### src/rtl/sdcard_blkseq.sv
// rtl/sdcard_blkseq.sv - multi-block SD card read sequencer driving the PI1 slave port
// Optional overlap of the next CMDREAD with the drain: define SDCARD_BLKSEQ_PREFETCH_EN.
module sdcard_blkseq #(
    parameter int ARCHBITSZ = 32,
    parameter int CNTBITSZ  = 16,
    localparam int ADDRBITSZ = ARCHBITSZ - $clog2(ARCHBITSZ / 8),
    localparam int WORDS     = 512 / (ARCHBITSZ / 8),
    localparam int WBITS     = $clog2(WORDS)
) (
    input  logic                     clk_i,
    input  logic                     rst_ni,
    input  logic                     cmd_valid_i,
    output logic                     cmd_ready_o,
    input  logic [ADDRBITSZ-1:0]     cmd_blk_i,
    input  logic [CNTBITSZ-1:0]      cmd_cnt_i,
    output logic [ARCHBITSZ-1:0]     dat_o,
    output logic                     dat_valid_o,
    input  logic                     dat_ready_i,
    output logic                     done_o,
    output logic                     err_o,
    output logic [1:0]               m_op_o,
    output logic [ADDRBITSZ-1:0]     m_addr_o,
    output logic [ARCHBITSZ-1:0]     m_data_o,
    input  logic [ARCHBITSZ-1:0]     m_data_i,
    output logic [ARCHBITSZ/8-1:0]   m_sel_o,
    input  logic                     m_rdy_i
);

    typedef enum logic [2:0] {
        S_IDLE,
        S_RDCMD,
        S_POLL,
        S_SWAP,
`ifdef SDCARD_BLKSEQ_PREFETCH_EN
        S_PREF,
`endif
        S_DRAIN,
        S_DONE,
        S_ERR
    } state_t;

    state_t                 state_q, state_d;
    logic [ADDRBITSZ-1:0]   blk_q;
    logic [CNTBITSZ-1:0]    cnt_q;
    logic [WBITS-1:0]       w_q;
    logic                   resp_q;
    logic [ARCHBITSZ-1:0]   dat_q;
    logic                   dat_valid_q;
    logic                   err_q;

    logic handoff;
    logic last_word;
    assign handoff   = dat_valid_q & dat_ready_i;
    assign last_word = (w_q == WBITS'(WORDS - 1));

    always_ff @(posedge clk_i or negedge rst_ni) begin
        if (!rst_ni) begin
            state_q <= S_IDLE;
        end else begin
            state_q <= state_d;
        end
    end

    // resp_q marks the cycle after an accepted PI1 request, when m_data_i is valid
    always_comb begin
        state_d = state_q;
        case (state_q)
            S_IDLE:  if (cmd_valid_i) state_d = (cmd_cnt_i == '0) ? S_DONE : S_RDCMD;
            S_RDCMD: if (resp_q) state_d = S_POLL;
            S_POLL: begin
                if (resp_q) begin
                    if (m_data_i == ARCHBITSZ'(1))      state_d = S_SWAP;
                    else if (m_data_i == ARCHBITSZ'(2)) state_d = S_POLL;
                    else                                state_d = S_ERR;
                end
            end
            S_SWAP: begin
                if (resp_q) begin
`ifdef SDCARD_BLKSEQ_PREFETCH_EN
                    state_d = (cnt_q != CNTBITSZ'(1)) ? S_PREF : S_DRAIN;
`else
                    state_d = S_DRAIN;
`endif
                end
            end
`ifdef SDCARD_BLKSEQ_PREFETCH_EN
            S_PREF:  if (resp_q) state_d = S_DRAIN;
`endif
            S_DRAIN: begin
                if (handoff && last_word) begin
                    if (cnt_q == '0) state_d = S_DONE;
`ifdef SDCARD_BLKSEQ_PREFETCH_EN
                    else             state_d = S_POLL;
`else
                    else             state_d = S_RDCMD;
`endif
                end
            end
            S_DONE:  state_d = S_IDLE;
            S_ERR:   state_d = S_IDLE;
            default: state_d = S_IDLE;
        endcase
    end

    always_comb begin
        m_op_o   = 2'b00;
        m_addr_o = '0;
        m_data_o = '0;
        case (state_q)
`ifdef SDCARD_BLKSEQ_PREFETCH_EN
            S_RDCMD, S_PREF: begin
`else
            S_RDCMD: begin
`endif
                if (!resp_q) begin
                    m_op_o   = 2'b11;
                    m_addr_o = ADDRBITSZ'(2);
                    m_data_o = ARCHBITSZ'(blk_q);
                end
            end
            S_POLL: if (!resp_q) m_op_o = 2'b11;
            S_SWAP: begin
                if (!resp_q) begin
                    m_op_o   = 2'b11;
                    m_addr_o = ADDRBITSZ'(1);
                end
            end
            S_DRAIN: begin
                if (!resp_q && !dat_valid_q) begin
                    m_op_o   = 2'b10;
                    m_addr_o = ADDRBITSZ'(w_q);
                end
            end
            default: ;
        endcase
    end

    assign m_sel_o     = {(ARCHBITSZ/8){m_op_o != 2'b00}};
    assign cmd_ready_o = (state_q == S_IDLE);
    assign done_o      = (state_q == S_DONE);
    assign err_o       = err_q;
    assign dat_o       = dat_q;
    assign dat_valid_o = dat_valid_q;

    always_ff @(posedge clk_i or negedge rst_ni) begin
        if (!rst_ni) begin
            blk_q       <= '0;
            cnt_q       <= '0;
            w_q         <= '0;
            resp_q      <= 1'b0;
            dat_q       <= '0;
            dat_valid_q <= 1'b0;
            err_q       <= 1'b0;
        end else begin
            resp_q <= (m_op_o != 2'b00) && m_rdy_i;
            if (state_q == S_IDLE && cmd_valid_i) begin
                blk_q <= cmd_blk_i;
                cnt_q <= cmd_cnt_i;
                err_q <= 1'b0;
            end
            if (state_d == S_ERR) err_q <= 1'b1;
            // blk advances at SWAP so a following CMDREAD already targets the next block
            if (state_q == S_SWAP && resp_q) begin
                cnt_q <= cnt_q - 1'b1;
                blk_q <= blk_q + 1'b1;
            end
            if (state_q != S_DRAIN)        w_q <= '0;
            else if (handoff && !last_word) w_q <= w_q + 1'b1;
            if (state_q == S_DRAIN && resp_q) begin
                dat_q       <= m_data_i;
                dat_valid_q <= 1'b1;
            end else if (handoff) begin
                dat_valid_q <= 1'b0;
            end
        end
    end

endmodule
### config.mk
export PLATFORM = sky130hd
export DESIGN_NAME = sdcard_blkseq
export DESIGN_NICKNAME = d
export VERILOG_FILES = /design/src/rtl/sdcard_blkseq.sv
export SDC_FILE = /design/constraint.sdc
export NUM_CORES = 1
export LEC_CHECK = 0
export BUFFER_PORTS_ARGS = -buffer_cell sky130_fd_sc_hd__buf_4
export CAP_MARGIN = 5
export CORE_ASPECT_RATIO = 0.8
export CORE_MARGIN = 1.5
export CORE_UTILIZATION = 42
export CTS_BUF_LIST = sky130_fd_sc_hd__clkbuf_4 sky130_fd_sc_hd__clkbuf_8
export CTS_CLUSTER_DIAMETER = 200
export DETAILED_ROUTE_END_ITERATION = 8
export PLACE_DENSITY = 0.67
export SLEW_MARGIN = 30
export SYNTH_ARGS = -nofsm -noshare
export SYNTH_HDL_FRONTEND = slang
export SYNTH_SLANG_ARGS = --single-unit
### constraint.sdc
create_clock -name clk_i -period 2.7 [get_ports clk_i]
set_input_delay 0.405 -clock clk_i [delete_from_list [all_inputs] [get_ports clk_i]]
set_output_delay 0.405 -clock clk_i [all_outputs]
set_load 0.01 [all_outputs]
==> impl_metrics.env, run 1 <==
export IMPL_drt_pass1_iter_count=4
export IMPL_finalSetupViolCount=0
export IMPL_fmax_mhz=409
export IMPL_grt_first_pass_wirelength_mm=22.6
export IMPL_switching_share_pct=29.7
export IMPL_synth_adder_area_share_pct=0.733
export IMPL_crit_arrival_ps=2040
export IMPL_via_per_inst=5.59
export IMPL_synthTopCellsByArea="dfrtp_1, mux2_2, and2_1"
export IMPL_coreArea_mm2=0.0117
export IMPL_power_switching_mw=1.15
export IMPL_grt_setup_unrepaired="false"
export IMPL_outcome="complete, no violations"
export IMPL_post_route_min_period_ps=2450
export IMPL_hold_class="input pin to asynchronous set/reset pin"
export IMPL_dpl_hpwl_mm=10.4
export IMPL_critPathMaxFanout=10
export IMPL_yosysWarningCount=0
export IMPL_slew_limit_headroom_pct=60.0
export IMPL_wl_mm=14.1
export IMPL_drt_initial_drc_count=438
export IMPL_synthXorXnorAreaFrac_pct=1.20
export IMPL_portBuffers=161
export IMPL_antenna_found_initial=0
export IMPL_numCtsBuffers=9
export IMPL_synth_most_common_cell="dfrtp_1"
export IMPL_drive_gt1_share_pct=34.3
export IMPL_async_flop_share_pct=100
export IMPL_start_util_pct=43.8
export IMPL_synth_edf_count=0
export IMPL_grt_pass1_vias=4472
export IMPL_synth_cell_types=61
export IMPL_clk_pin_slew_ps=90
export IMPL_synth_seq_cells=91
export IMPL_synth_ff_type="dfrtp_1"
export IMPL_critical_path_slowest_cell="dfrtp_1"
export IMPL_clockRootBuffer="clkbuf_8"
export IMPL_insertion_delay_ps=370
export IMPL_syn_area_per_cell_um2=9.72
export IMPL_clk_path_buf_depth=2
export IMPL_hold_viol_final=0
export IMPL_yosysTopAreaCell="dfrtp_1"
export IMPL_syn_to_final_growth_pct=29.3
export IMPL_synth_seq_area_share_pct=44.5
export IMPL_nFillCells=1059
export IMPL_die_y_um=102
export IMPL_required_ps=2300
export IMPL_cts_tree="done"
export IMPL_comb_power_share_pct=26.8
export IMPL_critical_path_max_stage_delay_ps=540
export IMPL_p_int_mw=2.73
export IMPL_p_leak_nw=3.01
export IMPL_wl_per_cell_um=16.9
export IMPL_criticalPathCategory="register to primary output"
export IMPL_io_pins=187
export IMPL_grt_remaining_overflow=0
export IMPL_power_density_mw_per_mm2=586
export IMPL_synth_common_cells="dfrtp_1, nand2_1, nor2_1"
export IMPL_finalSetupTns_ps=0
export IMPL_ant_nets=0
export IMPL_design_die_area_mm2=0.0129
export IMPL_drv_slew=0
export IMPL_num_vias=4657
export IMPL_holdBufCountCts=0
export IMPL_diodes=0
export IMPL_worst_setup_path_start_kind="register"
export IMPL_synth_top_family_by_area="simple AND/OR/NAND/NOR gates"
export IMPL_grt_max_degree=47
export IMPL_seq_power_share_pct=46.3
export IMPL_htree_num_levels=3
export IMPL_synth_compound_area_share_pct=13.3
export IMPL_nets=766
export IMPL_period_share_pct=90.7
export IMPL_track_usage_pct=22.3
export IMPL_clock_sink_count=91
export IMPL_synth_area_mux_share_pct=7.62
export IMPL_endpoint_kind="primary output"
export IMPL_synth_area_mm2=0.00512
export IMPL_worst_slew_pin_slew_ps=599
export IMPL_yosysTopAreaCellShare_pct=44.5
export IMPL_gp_congestion=0.867
export IMPL_die_w_um=126
export IMPL_remaining_drc_errors=0
export IMPL_worstPathCellList="nor2_1 > inv_1 > o21a_1 > nor3_2 > buf_4"
export IMPL_skew_ps=13.4
export IMPL_synth_cells=527
export IMPL_cts_setup_buffers=0
export IMPL_core_rowCount=35
export IMPL_peakVddDrop_uv=572
export IMPL_synth_simple_area_share_pct=25.4
export IMPL_power_frac_clock_pct=26.9
export IMPL_cap_violations=0
export IMPL_power_mw=3.88
-- cell type report --
cell class,count,area [um^2],share of cell area (%)
Multi-Input combinational cell,397,2590,39.1
Sequential cell,91,2280,34.4
Timing Repair Buffer,174,1320,19.9
Tap cell,148,185,2.80
Clock buffer,9,124,1.87
Clock inverter,7,100,1.51
Inverter,7,26.3,0.397
-- layer usage --
| layer | vias to the layer above | global-route usage (%) | wire length [um] |
|---|---|---|---|
| li1 | 2205 | - | - |
| met1 | 2242 | 31.0 | 6270 |
| met2 | 193 | 35.4 | 6700 |
| met3 | 17 | 4.01 | 911 |
| met4 | 0 | 7.43 | 205 |
| met5 | - | 0 | 0 |
-- layout by cell type, fill, tap and decap left out, types with 17 or more instances in the layout --
| cell | netlist | final |
|---|---|---|
| buf_4 | 29 | 173 |
| dfrtp_1 | 91 | 91 |
| nand2_1 | 47 | 47 |
| nor2_1 | 43 | 43 |
| and2_1 | 37 | 37 |
| mux2_2 | 32 | 32 |
| conb_1 | 1 | 25 |
| nor3_1 | 22 | 20 |
| nand3_1 | 18 | 18 |
| nor4_1 | 17 | 17 |
-- worst max-delay path: cells and delay by family (launching register included) --
family	cells	cell delay [ps]
buffers and inverters	2	310
DFF	1	540
and+or+nand+nor	2	630
AOI/OAI and AO/OA	1	210
-- registers in the layout, indices dropped and copies added, names as in the netlist --
register and count:
dat_o 32, blk_q 30, cnt_q 16, w_q 7
state_q 3, dat_valid_o 1, err_o 1, resp_q 1
-- timing repair --
action	in CTS	in global routing
resized for setup	0	2
endpoints found under the hold margin	0	0
setup endpoints to repair	0	5
-- power groups by stage --
stage	registers, mW	clock network, mW	logic (mW)
after floorplan	1.86	0	0.449
after global placement	1.80	0	1.03
after global routing	1.84	1.11	1.12
after CTS	1.80	1.06	1.05
after detailed placement	1.82	0	1.05
final	1.80	1.04	1.04
-- per-stage QoR --
stage | cells | instance area (um^2) | utilization, % | hold WS (ps) | setup WS (ps)
CTS | 833 | 6610 | 56.5 | 53.8 | 76.0
global route | 833 | 6620 | 56.6 | 73.1 | 87.8
floorplan | 551 | 5210 | - | 109 | 628
detailed placement | 817 | 6390 | 54.6 | 455 | 497
global placement | 817 | 6390 | 54.6 | 452 | 560
finish | 833 | 6620 | 56.6 | 36.8 | 252
-- worst paths after layout --
check	from	end	cells after the start	slack [ps]
worst min register to register	err_o	err_o	2	490
worst max register to register	state_q[2]	state_q[2]	6	560
worst max-delay path	state_q[1]	m_sel_o[3]	5	250
min in group clk_i	m_rdy_i	resp_q	2	250
max in group asynchronous	rst_ni	blk_q[25]	2	2000
worst min-delay path	rst_ni	dat_o[31]	1	40
-- logic make-up (layout without fill, tap and decap cells) --
group	after synthesis	in the layout
flops	91	91
simple gates	235	235
fa+ha+maj	3	3
mux	35	35
compound gates	92	92
other cells	1	25
xor+xnor	7	7
buf+inv	63	197
(Power assumes the default switching activity.)
==> inputs of run 2 (changes only) <==
Settings changed: CORE_ASPECT_RATIO 0.8 to 0.5, CORE_UTILIZATION 42 to 48, PLACE_DENSITY 0.67 to 0.75.
==> run 2 against run 1 <==
Against the previous run:
- global-route usage is 2.0 points higher
- die area is 12% lower
- sequential power about the same
- register-to-register slack is essentially flat
- cell count down 1.1%
- worst hold slack gained 11 ps
- sequential cell count unchanged
- critical path depth did not move
- design area fell by 1.0%
- core utilization up 7.1 points
- non-clock buffer count down 1
- largest cell class unchanged
==> impl_metrics.env, run 2 (synthesized netlist as in run 1, its figures left out) <==
export IMPL_crit_arrival_ps=2090
export IMPL_rr_worst_depth=4
export IMPL_htree_num_levels=3
export IMPL_cap_violations=0
export IMPL_fmax_mhz=401
export IMPL_clock_sink_count=91
export IMPL_clockRootBuffer="clkbuf_8"
export IMPL_p_leak_nw=2.99
export IMPL_critPathMaxFanout=10
export IMPL_final_common_cell="buf_4"
export IMPL_critical_path_max_stage_delay_ps=540
export IMPL_period_share_pct=92.3
export IMPL_grt_remaining_overflow=0
export IMPL_portBuffers=161
export IMPL_drt_initial_drc_count=289
export IMPL_endpoint_kind="primary output"
export IMPL_layout_common_cells="buf_4, dfrtp_1, nand2_1"
export IMPL_path_delay_family="simple AND/OR/NAND/NOR gates"
export IMPL_drt_pass1_iter_count=7
export IMPL_worst_slew_pin_slew_ps=835
export IMPL_nets=765
export IMPL_largest_reg_flops=32
export IMPL_reg2reg_slack_ps=560
export IMPL_r2r_start="state_q[0]"
export IMPL_ant_nets=0
export IMPL_comb_power_share_pct=28.4
export IMPL_antenna_found_initial=0
export IMPL_skew_ps=7.49
export IMPL_num_vias=4666
export IMPL_io_pins=187
export IMPL_gp_congestion=0.851
export IMPL_startpoint="state_q[1]"
export IMPL_whs_ps=48.2
export IMPL_hold_class="input pin to asynchronous set/reset pin"
export IMPL_drv_slew=0
export IMPL_wl_per_cell_um=16.6
export IMPL_fin_area_mm2=0.00656
export IMPL_grt_max_degree=48
export IMPL_coreArea_mm2=0.0103
export IMPL_diodes=0
export IMPL_worst_setup_path_start_kind="register"
export IMPL_switching_share_pct=31.0
export IMPL_critical_path_slowest_cell="dfrtp_1"
export IMPL_required_ps=2300
export IMPL_clk_path_buf_depth=2
export IMPL_cts_resized=1
export IMPL_cts_setup_buffers=0
export IMPL_clk_pin_slew_ps=90
export IMPL_cts_tree="done"
export IMPL_r2r_end="cnt_q[2]"
export IMPL_peakVddDrop_uv=394
export IMPL_worst_path_buf_inv=1
export IMPL_finalSetupTns_ps=0
export IMPL_start_util_pct=49.8
export IMPL_power_density_mw_per_mm2=566
export IMPL_slew_limit_headroom_pct=44.1
export IMPL_outcome="complete, no violations"
export IMPL_post_route_min_period_ps=2490
export IMPL_finalSetupViolCount=0
export IMPL_remaining_drc_errors=0
export IMPL_grt_setup_unrepaired="false"
export IMPL_syn_to_final_growth_pct=28.0
export IMPL_grt_pass1_vias=4487
export IMPL_via_per_inst=5.66
export IMPL_wl_mm=13.7
export IMPL_grt_first_pass_wirelength_mm=21.9
export IMPL_core_rowCount=26
export IMPL_place_area_mm2=0.00637
export IMPL_holdBufCountCts=0
export IMPL_pre_cts_ws_ps=415
export IMPL_fin_ws_ps=207
export IMPL_die_y_um=76.0
export IMPL_insertion_delay_ps=370
export IMPL_criticalPathCategory="register to primary output"
export IMPL_die_w_um=149
export IMPL_numCtsBuffers=9
export IMPL_dpl_hpwl_mm=10.0
export IMPL_seq_power_share_pct=48.1
export IMPL_track_usage_pct=24.3
export IMPL_drive_gt1_share_pct=34.2
export IMPL_hold_viol_final=0
export IMPL_power_switching_mw=1.15
export IMPL_p_int_mw=2.56
export IMPL_power_frac_clock_pct=23.4
export IMPL_worstPathCellList="nor2_2 > nand2_1 > nor3_2 > and2_1 > buf_4"
export IMPL_design_die_area_mm2=0.0113
[run 2: cell types whose count changed in the layout (fill, tap and decap cells not counted)]
| cell | change |
|---|---|
| nor3_1 | +1 |
| clkinv_2 | +3 |
| bufinv_16 | -2 |
| nor3_2 | -1 |
| buf_4 | -1 |
| clkinvlp_4 | -2 |
| nor2_1 | -1 |
| clkbuf_8 | +1 |
| nor2_2 | +1 |
[run 2: cell type report]
| type | count | area (um^2) |
|---|---|---|
| Timing Repair Buffer | 173 | 1310 |
| Sequential cell | 91 | 2280 |
| Multi-Input combinational cell | 397 | 2590 |
| Clock buffer | 10 | 138 |
| Tap cell | 140 | 175 |
| Inverter | 7 | 26.3 |
| Fill cell | 895 | 3720 |
| Clock inverter | 6 | 40.0 |
[run 2: power by group through the flow]
stage	registers, mW	clock network [mW]	logic [mW]
floorplan	1.86	0	0.449
global placement	1.79	0	1.04
detailed placement	1.81	0	1.07
CTS	1.79	0.887	1.07
global route	1.82	0.937	1.14
finish	1.79	0.870	1.06
[run 2: stage by stage]
| step | std cells | util [%] | power (mW) |
|---|---|---|---|
| after global routing | 824 | 63.8 | 3.90 |
| after floorplan | 551 | - | 2.31 |
| final | 824 | 63.8 | 3.71 |
| after global placement | 808 | 62.0 | 2.83 |
| after CTS | 824 | 63.7 | 3.75 |
| after detailed placement | 808 | 62.0 | 2.88 |
[run 2: worst max path at each step]
stage                     slack, ps  cells after the start     endpoint
after floorplan                 630                      6   m_sel_o[1]
after global placement          570                      5  m_addr_o[3]
after detailed placement        410                      5  m_addr_o[5]
after CTS                       100                      5  m_addr_o[5]
after global routing             60                      5  m_addr_o[5]
final                           210                      5  m_addr_o[5]
[run 2: metal layers]
layer	track usage, %	routed length [um]	share of wire [%]	up-vias
met5	0	0	0	-
met1	31.7	5990	44	2259
li1	-	-	-	2203
met2	39.9	6580	48	182
met3	6.29	919	6.7	22
met4	7.13	210	1.5	0
